===== config.mk =====
export PLATFORM = sky130hd
export DESIGN_NAME = fractal_sync_pair_node
export DESIGN_NICKNAME = d
export VERILOG_FILES = /design/src/rtl/fractal_sync_pkg.sv /design/src/rtl/fractal_sync_child_slot.sv /design/src/rtl/fractal_sync_pair_node.sv
export SDC_FILE = /design/constraint.sdc
export NUM_CORES = 1
export LEC_CHECK = 0
export ABC_AREA = 1
export CORE_ASPECT_RATIO = 1.25
export CORE_MARGIN = 2
export CORE_UTILIZATION = 31
export CTS_BUF_LIST = sky130_fd_sc_hd__clkbuf_2 sky130_fd_sc_hd__clkbuf_4 sky130_fd_sc_hd__clkbuf_8
export CTS_CLUSTER_DIAMETER = 60
export DETAILED_ROUTE_END_ITERATION = 10
export PLACE_DENSITY_LB_ADDON = 0.08
export REMOVE_ABC_BUFFERS = 1
export SLEW_MARGIN = 5
export SYNTH_ARGS = -nofsm -noshare
export SYNTH_HDL_FRONTEND = slang
export SYNTH_SLANG_ARGS = --single-unit

===== constraint.sdc =====
create_clock -name clk_i -period 2.2 [get_ports clk_i]
set_clock_uncertainty 0.1 [all_clocks]
set_input_delay 0.22 -clock clk_i [delete_from_list [all_inputs] [get_ports clk_i]]
set_output_delay 0.22 -clock clk_i [all_outputs]
set_load 0.05 [all_outputs]

===== src/rtl/fractal_sync_pkg.sv =====
// Shared types for the fractal synchronization tree nodes.
package fractal_sync_pkg;

  localparam int unsigned SyncLvlWidth = 4;
  localparam int unsigned SyncIdWidth  = 2;

  typedef enum logic [2:0] {
    StIdle,
    StWait,
    StUpReq,
    StUpWait,
    StRsp
  } pair_node_state_e;

  typedef struct packed {
    logic [SyncLvlWidth-1:0] level;
    logic [SyncIdWidth-1:0]  id;
  } sync_req_t;

  typedef struct packed {
    logic [SyncLvlWidth-1:0] level;
    logic [SyncIdWidth-1:0]  id;
    logic                    error;
  } sync_rsp_t;

endpackage


===== src/rtl/fractal_sync_child_slot.sv =====
// Per-child barrier slot: captures {level, id} on handshake and drives the registered ready.
module fractal_sync_child_slot #(
  parameter int unsigned LVL_WIDTH = 4,
  parameter int unsigned ID_WIDTH  = 2
) (
  input  logic                 clk_i,
  input  logic                 rst_i,
  input  logic                 req_valid_i,
  input  logic [LVL_WIDTH-1:0] req_level_i,
  input  logic [ID_WIDTH-1:0]  req_id_i,
  input  logic                 accept_i,
  input  logic                 clear_i,
  output logic                 req_ready_o,
  output logic                 hs_o,
  output logic                 occupied_o,
  output logic [LVL_WIDTH-1:0] level_o,
  output logic [ID_WIDTH-1:0]  id_o
);

  logic                 ready_q, ready_d;
  logic                 occ_q, occ_d;
  logic [LVL_WIDTH-1:0] level_q, level_d;
  logic [ID_WIDTH-1:0]  id_q, id_d;

  assign hs_o = req_valid_i & ready_q;

  always_comb begin
    occ_d   = occ_q;
    level_d = level_q;
    id_d    = id_q;
    if (clear_i) begin
      occ_d   = 1'b0;
      level_d = '0;
      id_d    = '0;
    end else if (hs_o) begin
      occ_d   = 1'b1;
      level_d = req_level_i;
      id_d    = req_id_i;
    end
    // Ready is registered, so it is derived from the next-cycle occupancy.
    ready_d = accept_i & ~occ_d;
  end

  always_ff @(posedge clk_i) begin
    if (rst_i) begin
      ready_q <= 1'b0;
      occ_q   <= 1'b0;
      level_q <= '0;
      id_q    <= '0;
    end else begin
      ready_q <= ready_d;
      occ_q   <= occ_d;
      level_q <= level_d;
      id_q    <= id_d;
    end
  end

  assign req_ready_o = ready_q;
  assign occupied_o  = occ_q;
  // Present the arriving request when the slot is still empty so both can be compared at once.
  assign level_o     = occ_q ? level_q : req_level_i;
  assign id_o        = occ_q ? id_q : req_id_i;

endmodule


===== src/rtl/fractal_sync_pair_node.sv =====
// Leaf node of the sync tree: merges two child barriers, resolves locally or forwards upward.
module fractal_sync_pair_node
  import fractal_sync_pkg::*;
#(
  parameter int unsigned LVL_WIDTH  = SyncLvlWidth,
  parameter int unsigned ID_WIDTH   = SyncIdWidth,
  parameter int unsigned NODE_LEVEL = 1
) (
  input  logic                   clk_i,
  input  logic                   rst_i,
  input  logic [1:0]             req_valid_i,
  input  logic [2*LVL_WIDTH-1:0] req_level_i,
  input  logic [2*ID_WIDTH-1:0]  req_id_i,
  output logic [1:0]             req_ready_o,
  output logic [1:0]             rsp_valid_o,
  output logic [LVL_WIDTH-1:0]   rsp_level_o,
  output logic [ID_WIDTH-1:0]    rsp_id_o,
  output logic                   rsp_error_o,
  output logic                   up_req_valid_o,
  output logic [LVL_WIDTH-1:0]   up_req_level_o,
  output logic [ID_WIDTH-1:0]    up_req_id_o,
  input  logic                   up_req_ready_i,
  input  logic                   up_rsp_valid_i,
  input  logic [LVL_WIDTH-1:0]   up_rsp_level_i,
  input  logic [ID_WIDTH-1:0]    up_rsp_id_i,
  input  logic                   up_rsp_error_i
);

  localparam logic [LVL_WIDTH-1:0] NodeLvl = LVL_WIDTH'(NODE_LEVEL);

  pair_node_state_e state_q, state_d;

  logic [1:0]           hs, occ, present;
  logic                 accept, clear, err_d;
  logic [LVL_WIDTH-1:0] view_level [2];
  logic [ID_WIDTH-1:0]  view_id    [2];

  logic [1:0]           rsp_valid_q;
  logic [LVL_WIDTH-1:0] rsp_level_q;
  logic [ID_WIDTH-1:0]  rsp_id_q;
  logic                 rsp_error_q;
  logic                 up_req_valid_q;
  logic [LVL_WIDTH-1:0] up_req_level_q;
  logic [ID_WIDTH-1:0]  up_req_id_q;

  assign accept  = (state_d == StIdle) || (state_d == StWait);
  assign clear   = (state_q == StRsp);
  assign present = occ | hs;

  for (genvar g = 0; g < 2; g++) begin : g_slot
    fractal_sync_child_slot #(
      .LVL_WIDTH (LVL_WIDTH),
      .ID_WIDTH  (ID_WIDTH)
    ) u_slot (
      .clk_i       (clk_i),
      .rst_i       (rst_i),
      .req_valid_i (req_valid_i[g]),
      .req_level_i (req_level_i[g*LVL_WIDTH +: LVL_WIDTH]),
      .req_id_i    (req_id_i[g*ID_WIDTH +: ID_WIDTH]),
      .accept_i    (accept),
      .clear_i     (clear),
      .req_ready_o (req_ready_o[g]),
      .hs_o        (hs[g]),
      .occupied_o  (occ[g]),
      .level_o     (view_level[g]),
      .id_o        (view_id[g])
    );
  end

  always_comb begin
    state_d = state_q;
    err_d   = 1'b0;
    unique case (state_q)
      StIdle, StWait: begin
        if (|hs) begin
          if (&present) begin
            if ((view_level[0] != view_level[1]) || (view_id[0] != view_id[1]) ||
                (view_level[0] == '0)) begin
              state_d = StRsp;
              err_d   = 1'b1;
            end else if (view_level[0] == NodeLvl) begin
              state_d = StRsp;
            end else if (view_level[0] > NodeLvl) begin
              state_d = StUpReq;
            end else begin
              state_d = StRsp;
              err_d   = 1'b1;
            end
          end else begin
            state_d = StWait;
          end
        end
      end
      StUpReq: begin
        if (up_req_ready_i) state_d = StUpWait;
      end
      StUpWait: begin
        if (up_rsp_valid_i) begin
          state_d = StRsp;
          err_d   = up_rsp_error_i | (up_rsp_id_i != view_id[0]) |
                    (up_rsp_level_i != view_level[0]);
        end
      end
      StRsp: state_d = StIdle;
      default: state_d = StIdle;
    endcase
  end

  always_ff @(posedge clk_i) begin
    if (rst_i) begin
      state_q        <= StIdle;
      rsp_valid_q    <= '0;
      rsp_level_q    <= '0;
      rsp_id_q       <= '0;
      rsp_error_q    <= 1'b0;
      up_req_valid_q <= 1'b0;
      up_req_level_q <= '0;
      up_req_id_q    <= '0;
    end else begin
      state_q        <= state_d;
      rsp_valid_q    <= {2{state_d == StRsp}};
      up_req_valid_q <= (state_d == StUpReq);
      if (state_d == StRsp) begin
        rsp_level_q <= view_level[0];
        rsp_id_q    <= view_id[0];
        rsp_error_q <= err_d;
      end
      // Latch the merged request once on entry so it stays stable under backpressure.
      if ((state_d == StUpReq) && (state_q != StUpReq)) begin
        up_req_level_q <= view_level[0];
        up_req_id_q    <= view_id[0];
      end
    end
  end

  assign rsp_valid_o    = rsp_valid_q;
  assign rsp_level_o    = rsp_level_q;
  assign rsp_id_o       = rsp_id_q;
  assign rsp_error_o    = rsp_error_q;
  assign up_req_valid_o = up_req_valid_q;
  assign up_req_level_o = up_req_level_q;
  assign up_req_id_o    = up_req_id_q;

endmodule


==> impl_metrics.prom <==
# TYPE chip_impl_metric gauge
chip_impl_metric{name="rows",unit=""} 33
chip_impl_metric{name="buffer_ports.inserted",unit=""} 42
chip_impl_metric{name="remaining_drc_errors",unit=""} 0
chip_impl_metric{name="via_per_inst",unit=""} 4.282
chip_impl_metric{name="first_global_vias",unit=""} 1995
chip_impl_metric{name="totalNegativeSetupSlack",unit="ps"} 0
chip_impl_metric{name="max-cap-violations",unit=""} 0
chip_impl_metric{name="finalWorstPathRequiredPeriod",unit="ps"} 1883
chip_impl_info{name="setup.worst_path.end_class",value="flip-flop"} 1
chip_impl_metric{name="reg2reg_slack",unit="ps"} 320
chip_impl_metric{name="tritoncts_num_sinks",unit=""} 34
chip_impl_metric{name="fp.dieH",unit="microns"} 95.66
chip_impl_metric{name="fmax",unit="MHz"} 531.1
chip_impl_info{name="critical_path.startpoint_type",value="flip-flop"} 1
chip_impl_metric{name="final_net_count",unit=""} 419
chip_impl_metric{name="slew-limit-headroom",unit="%"} 66.40
chip_impl_metric{name="hold-worst-slack",unit="ps"} 376.0
chip_impl_info{name="rsz0062_at_grt",value="false"} 1
chip_impl_metric{name="fp.dieArea",unit="sq um"} 7396
chip_impl_metric{name="synth_edf_count",unit=""} 0
chip_impl_info{name="launch_instance_of_the_worst_register_to_register_path",value="g_slot[0].u_slot.occupied_o"} 1
chip_impl_metric{name="grt_overflow_total",unit=""} 0
chip_impl_metric{name="synth_largest_type_area_fraction",unit="%"} 32.67
chip_impl_info{name="critical_path.most_common_cell",value="sky130_fd_sc_hd__nand2_1"} 1
chip_impl_metric{name="iteration_0_drc_count_of_the_detailed_router",unit=""} 68
chip_impl_metric{name="yosys_register_bits",unit=""} 34
chip_impl_metric{name="place_congestion",unit=""} 0.7501
chip_impl_metric{name="final_antenna_net_count",unit=""} 0
chip_impl_metric{name="netlist_instances",unit=""} 343
chip_impl_metric{name="drive_above_1_share",unit="%"} 11.39
chip_impl_info{name="run_status",value="finished clean"} 1
chip_impl_metric{name="floorplan.die.width",unit="microns"} 77.32
chip_impl_metric{name="core_area",unit="sq um"} 6524
chip_impl_info{name="min_path_type",value="flip-flop to flip-flop"} 1
chip_impl_metric{name="worst-path-stages",unit=""} 12
chip_impl_metric{name="slew_violations",unit=""} 0
chip_impl_metric{name="worstSkewPairLatency",unit="ps"} 280
chip_impl_metric{name="route.final.wire_length",unit="mm"} 5.427
chip_impl_metric{name="worstMarginPinSlew",unit="ps"} 502.5
chip_impl_metric{name="number_of_fillers_in_the_final_layout",unit=""} 775
chip_impl_metric{name="grt_max_degree",unit=""} 18
chip_impl_metric{name="asyncSetResetFlopFracSynth",unit="%"} 0
chip_impl_info{name="tritoncts",value="done"} 1
chip_impl_metric{name="power_density",unit="nW/um^2"} 577.2
chip_impl_info{name="postSynth.topFlopCell",value="sky130_fd_sc_hd__dfxtp_1"} 1
chip_impl_info{name="cts_root_buffer",value="sky130_fd_sc_hd__clkbuf_8"} 1
chip_impl_metric{name="dr.pass1.iters",unit=""} 4
chip_impl_metric{name="synth.distinct_cells",unit=""} 25
chip_impl_metric{name="worst-r2r-cell-count",unit=""} 12
chip_impl_metric{name="place_hpwl",unit="mm"} 4.301
chip_impl_metric{name="synth-seq-area-share",unit="%"} 32.67
chip_impl_metric{name="ys_warn_count",unit=""} 0
chip_impl_metric{name="max-clock-path-buffers",unit=""} 2
chip_impl_metric{name="initial_utilization",unit="%"} 31.93
chip_impl_metric{name="crit_arrival",unit="ps"} 1960
chip_impl_metric{name="crit_path_max_fanout",unit=""} 11
chip_impl_metric{name="worst_path_largest_cell_delay",unit="ps"} 330
chip_impl_metric{name="buffers_and_inverters_on_the_worst_path",unit=""} 3
chip_impl_info{name="criticalPathCategory",value="flip-flop to flip-flop"} 1
chip_impl_metric{name="synthesis.area_per_instance",unit="sq um"} 6.074
chip_impl_info{name="startpoint",value="g_slot[0].u_slot.occupied_o"} 1
chip_impl_metric{name="vdd_ir_drop_max",unit="mV"} 0.2672
chip_impl_metric{name="post-cts-setup-buffer-count",unit=""} 0
chip_impl_info{name="yosys-top-cells-area",value="sky130_fd_sc_hd__dfxtp_1 (33%), sky130_fd_sc_hd__nand2_1 (26%), sky130_fd_sc_hd__inv_1 (7.9%)"} 1
chip_impl_metric{name="grt_pass1_wl",unit="mm"} 9.390
chip_impl_metric{name="fin_crit_sh",unit="%"} 85.58
chip_impl_info{name="worst_r2r_endpoint",value="up_req_level_o[0]"} 1
chip_impl_metric{name="grt_antenna_before_repair",unit=""} 0
chip_impl_info{name="series_of_cell_instances_along_the_critical_path",value="buf_4 -> nand2_1 -> nand2_1 -> inv_1 -> nand2_1 -> nand2_1 -> nand2_1 -> nor2_2 -> nand3_1 -> buf_4 -> o21ai_0 -> nor2_1"} 1
chip_impl_metric{name="h_tree_level_count",unit=""} 2
chip_impl_metric{name="antenna_cells_inserted",unit=""} 0
chip_impl_info{name="critical_path.top_delay_family",value="simple AND/OR/NAND/NOR gates"} 1
chip_impl_metric{name="cell_area_after_technology_mapping",unit="sq um"} 2083
chip_impl_metric{name="clk_pin_slew",unit="ps"} 70
chip_impl_metric{name="worst_ep_required_time",unit="ps"} 2270
chip_impl_metric{name="routed_wire_length_per_instance",unit="microns"} 11.26
chip_impl_metric{name="syn_to_final_growth",unit="%"} 29.73
chip_impl_metric{name="static-leakage-power",unit="nW"} 1.315
chip_impl_metric{name="finalHoldViolations",unit=""} 0
chip_impl_metric{name="setup_viol",unit=""} 0
chip_impl_metric{name="cts_inserted_buffers",unit=""} 5
chip_impl_info{name="synthDominantAreaCellType",value="sky130_fd_sc_hd__dfxtp_1"} 1
chip_impl_metric{name="num_vias",unit=""} 2064
chip_impl_info{name="critical_path.slowest_cell",value="sky130_fd_sc_hd__dfxtp_1"} 1
chip_impl_metric{name="ioPinCount",unit=""} 43
chip_impl_info{name="destination_of_the_critical_timing_path",value="up_req_level_o[0]"} 1
chip_impl_metric{name="globalRouteTotalUtil",unit="%"} 16.09
[cell usage after synthesis (3+ instances only)]
master and n:
sky130_fd_sc_hd__buf_6 4, sky130_fd_sc_hd__nor2_1 33, sky130_fd_sc_hd__a21oi_1 24, sky130_fd_sc_hd__inv_1 44
sky130_fd_sc_hd__nand3_1 14, sky130_fd_sc_hd__dfxtp_1 34, sky130_fd_sc_hd__nor3_1 4, sky130_fd_sc_hd__buf_4 4
sky130_fd_sc_hd__nand2_1 144, sky130_fd_sc_hd__nand3_2 3, sky130_fd_sc_hd__a21oi_2 5, sky130_fd_sc_hd__nand2_2 7
sky130_fd_sc_hd__o21ai_0 8
[how the worst min path moves through the flow]
stage	startpoint	end	slack (ps)	depth (start not counted)
6_report	g_slot[1].u_slot.level_q[0]	g_slot[1].u_slot.level_q[0]	380	2
5_1_grt	rsp_error_o	rsp_error_o	400	2
4_1_cts	g_slot[0].u_slot.level_q[2]	g_slot[0].u_slot.level_q[2]	380	2
3_5_place_dp	g_slot[0].u_slot.level_q[2]	g_slot[0].u_slot.level_q[2]	360	2
3_3_place_gp	g_slot[0].u_slot.level_q[2]	g_slot[0].u_slot.level_q[2]	350	2
2_1_floorplan	rst_i	rsp_error_o	180	1
[where the power goes]
group	leakage [nW]	switching (mW)	internal, mW
logic	0.986	0.245	0.159
clock network	0.0517	0.224	0.265
registers	0.277	0.0231	0.644
total	1.31	0.492	1.07
[registers in the layout, indices dropped and copies added (netlist names)]
name / count
up_req_id_o: 2
g_slot.u_slot.level_q: 8
rsp_valid_o: 1
g_slot.u_slot.req_ready_o: 2
rsp_error_o: 1
g_slot.u_slot.id_q: 4
up_req_level_o: 4
up_req_valid_o: 1
state_q: 3
rsp_level_o: 4
rsp_id_o: 2
g_slot.u_slot.occupied_o: 2
[through the flow]
step / utilization, % / area (sq um) / power, mW / setup WS [ps] / cells
2_1_floorplan: - / 1963 / 0.9213 / 224.0 / 331
3_3_place_gp: 39.82 / 2597 / 1.087 / 129.7 / 474
3_5_place_dp: 39.82 / 2597 / 1.087 / 107.1 / 474
4_1_cts: 41.27 / 2693 / 1.593 / 220.9 / 482
5_1_grt: 41.43 / 2703 / 1.673 / 29.35 / 482
6_report: 41.43 / 2703 / 1.560 / 317.2 / 482
[cell families (layout without fill, tap and decap cells)]
kind of cell | Yosys count | count (layout) | synth area share [%]
AND/OR/NAND/NOR | 212 | 212 | 43.00
buffers and inverters | 59 | 111 | 14.23
AO/OA/AOI/OAI | 38 | 38 | 10.09
flip-flops | 34 | 34 | 32.67
[cells in the final DEF, fill, tap and decap left out, types with 2 or more instances in the layout]
master / instances
sky130_fd_sc_hd__a21oi_1: 24
sky130_fd_sc_hd__a21oi_2: 5
sky130_fd_sc_hd__buf_4: 14
sky130_fd_sc_hd__clkbuf_8: 6
sky130_fd_sc_hd__clkdlybuf4s50_1: 42
sky130_fd_sc_hd__dfxtp_1: 33
sky130_fd_sc_hd__inv_1: 44
sky130_fd_sc_hd__inv_2: 2
sky130_fd_sc_hd__nand2_1: 144
sky130_fd_sc_hd__nand2_2: 7
sky130_fd_sc_hd__nand3_1: 14
sky130_fd_sc_hd__nand3_2: 3
sky130_fd_sc_hd__nor2_1: 33
sky130_fd_sc_hd__nor2_2: 2
sky130_fd_sc_hd__nor3_1: 4
sky130_fd_sc_hd__o21ai_0: 8
[tightest hold or removal path, delay by kind of cell, from the launching register on]
kind | cells | cell delay, ps
DFF | 1 | 320
and+or+nand+nor | 1 | 60
AOI/OAI and AO/OA | 1 | 50
[what timing repair did]
item / 4_1_cts / 5_1_grt
hold buffers: 0 / 0
endpoints found under the setup margin: 0 / 2
resized for setup: 0 / 2
[per-layer routing]
metal	global-route usage (%)	routed length, microns	up-vias
li1	-	-	1143
met3	2.746	133	2
met4	4.018	30	0
met2	30.51	2838	26
met5	0	0	-
met1	18.74	2425	893
[cell type report]
type	count	area (sq um)	area share, %
multi-input combinational	250	1115	41.25
sequential	34	681.9	25.23
timing repair buffer	56	525.5	19.44
clock buffer	7	90.09	3.333
clock inverter	1	5.005	0.1852
inverter	47	176.4	6.528
tap	87	108.9	4.028
(Power assumes the default switching activity.)
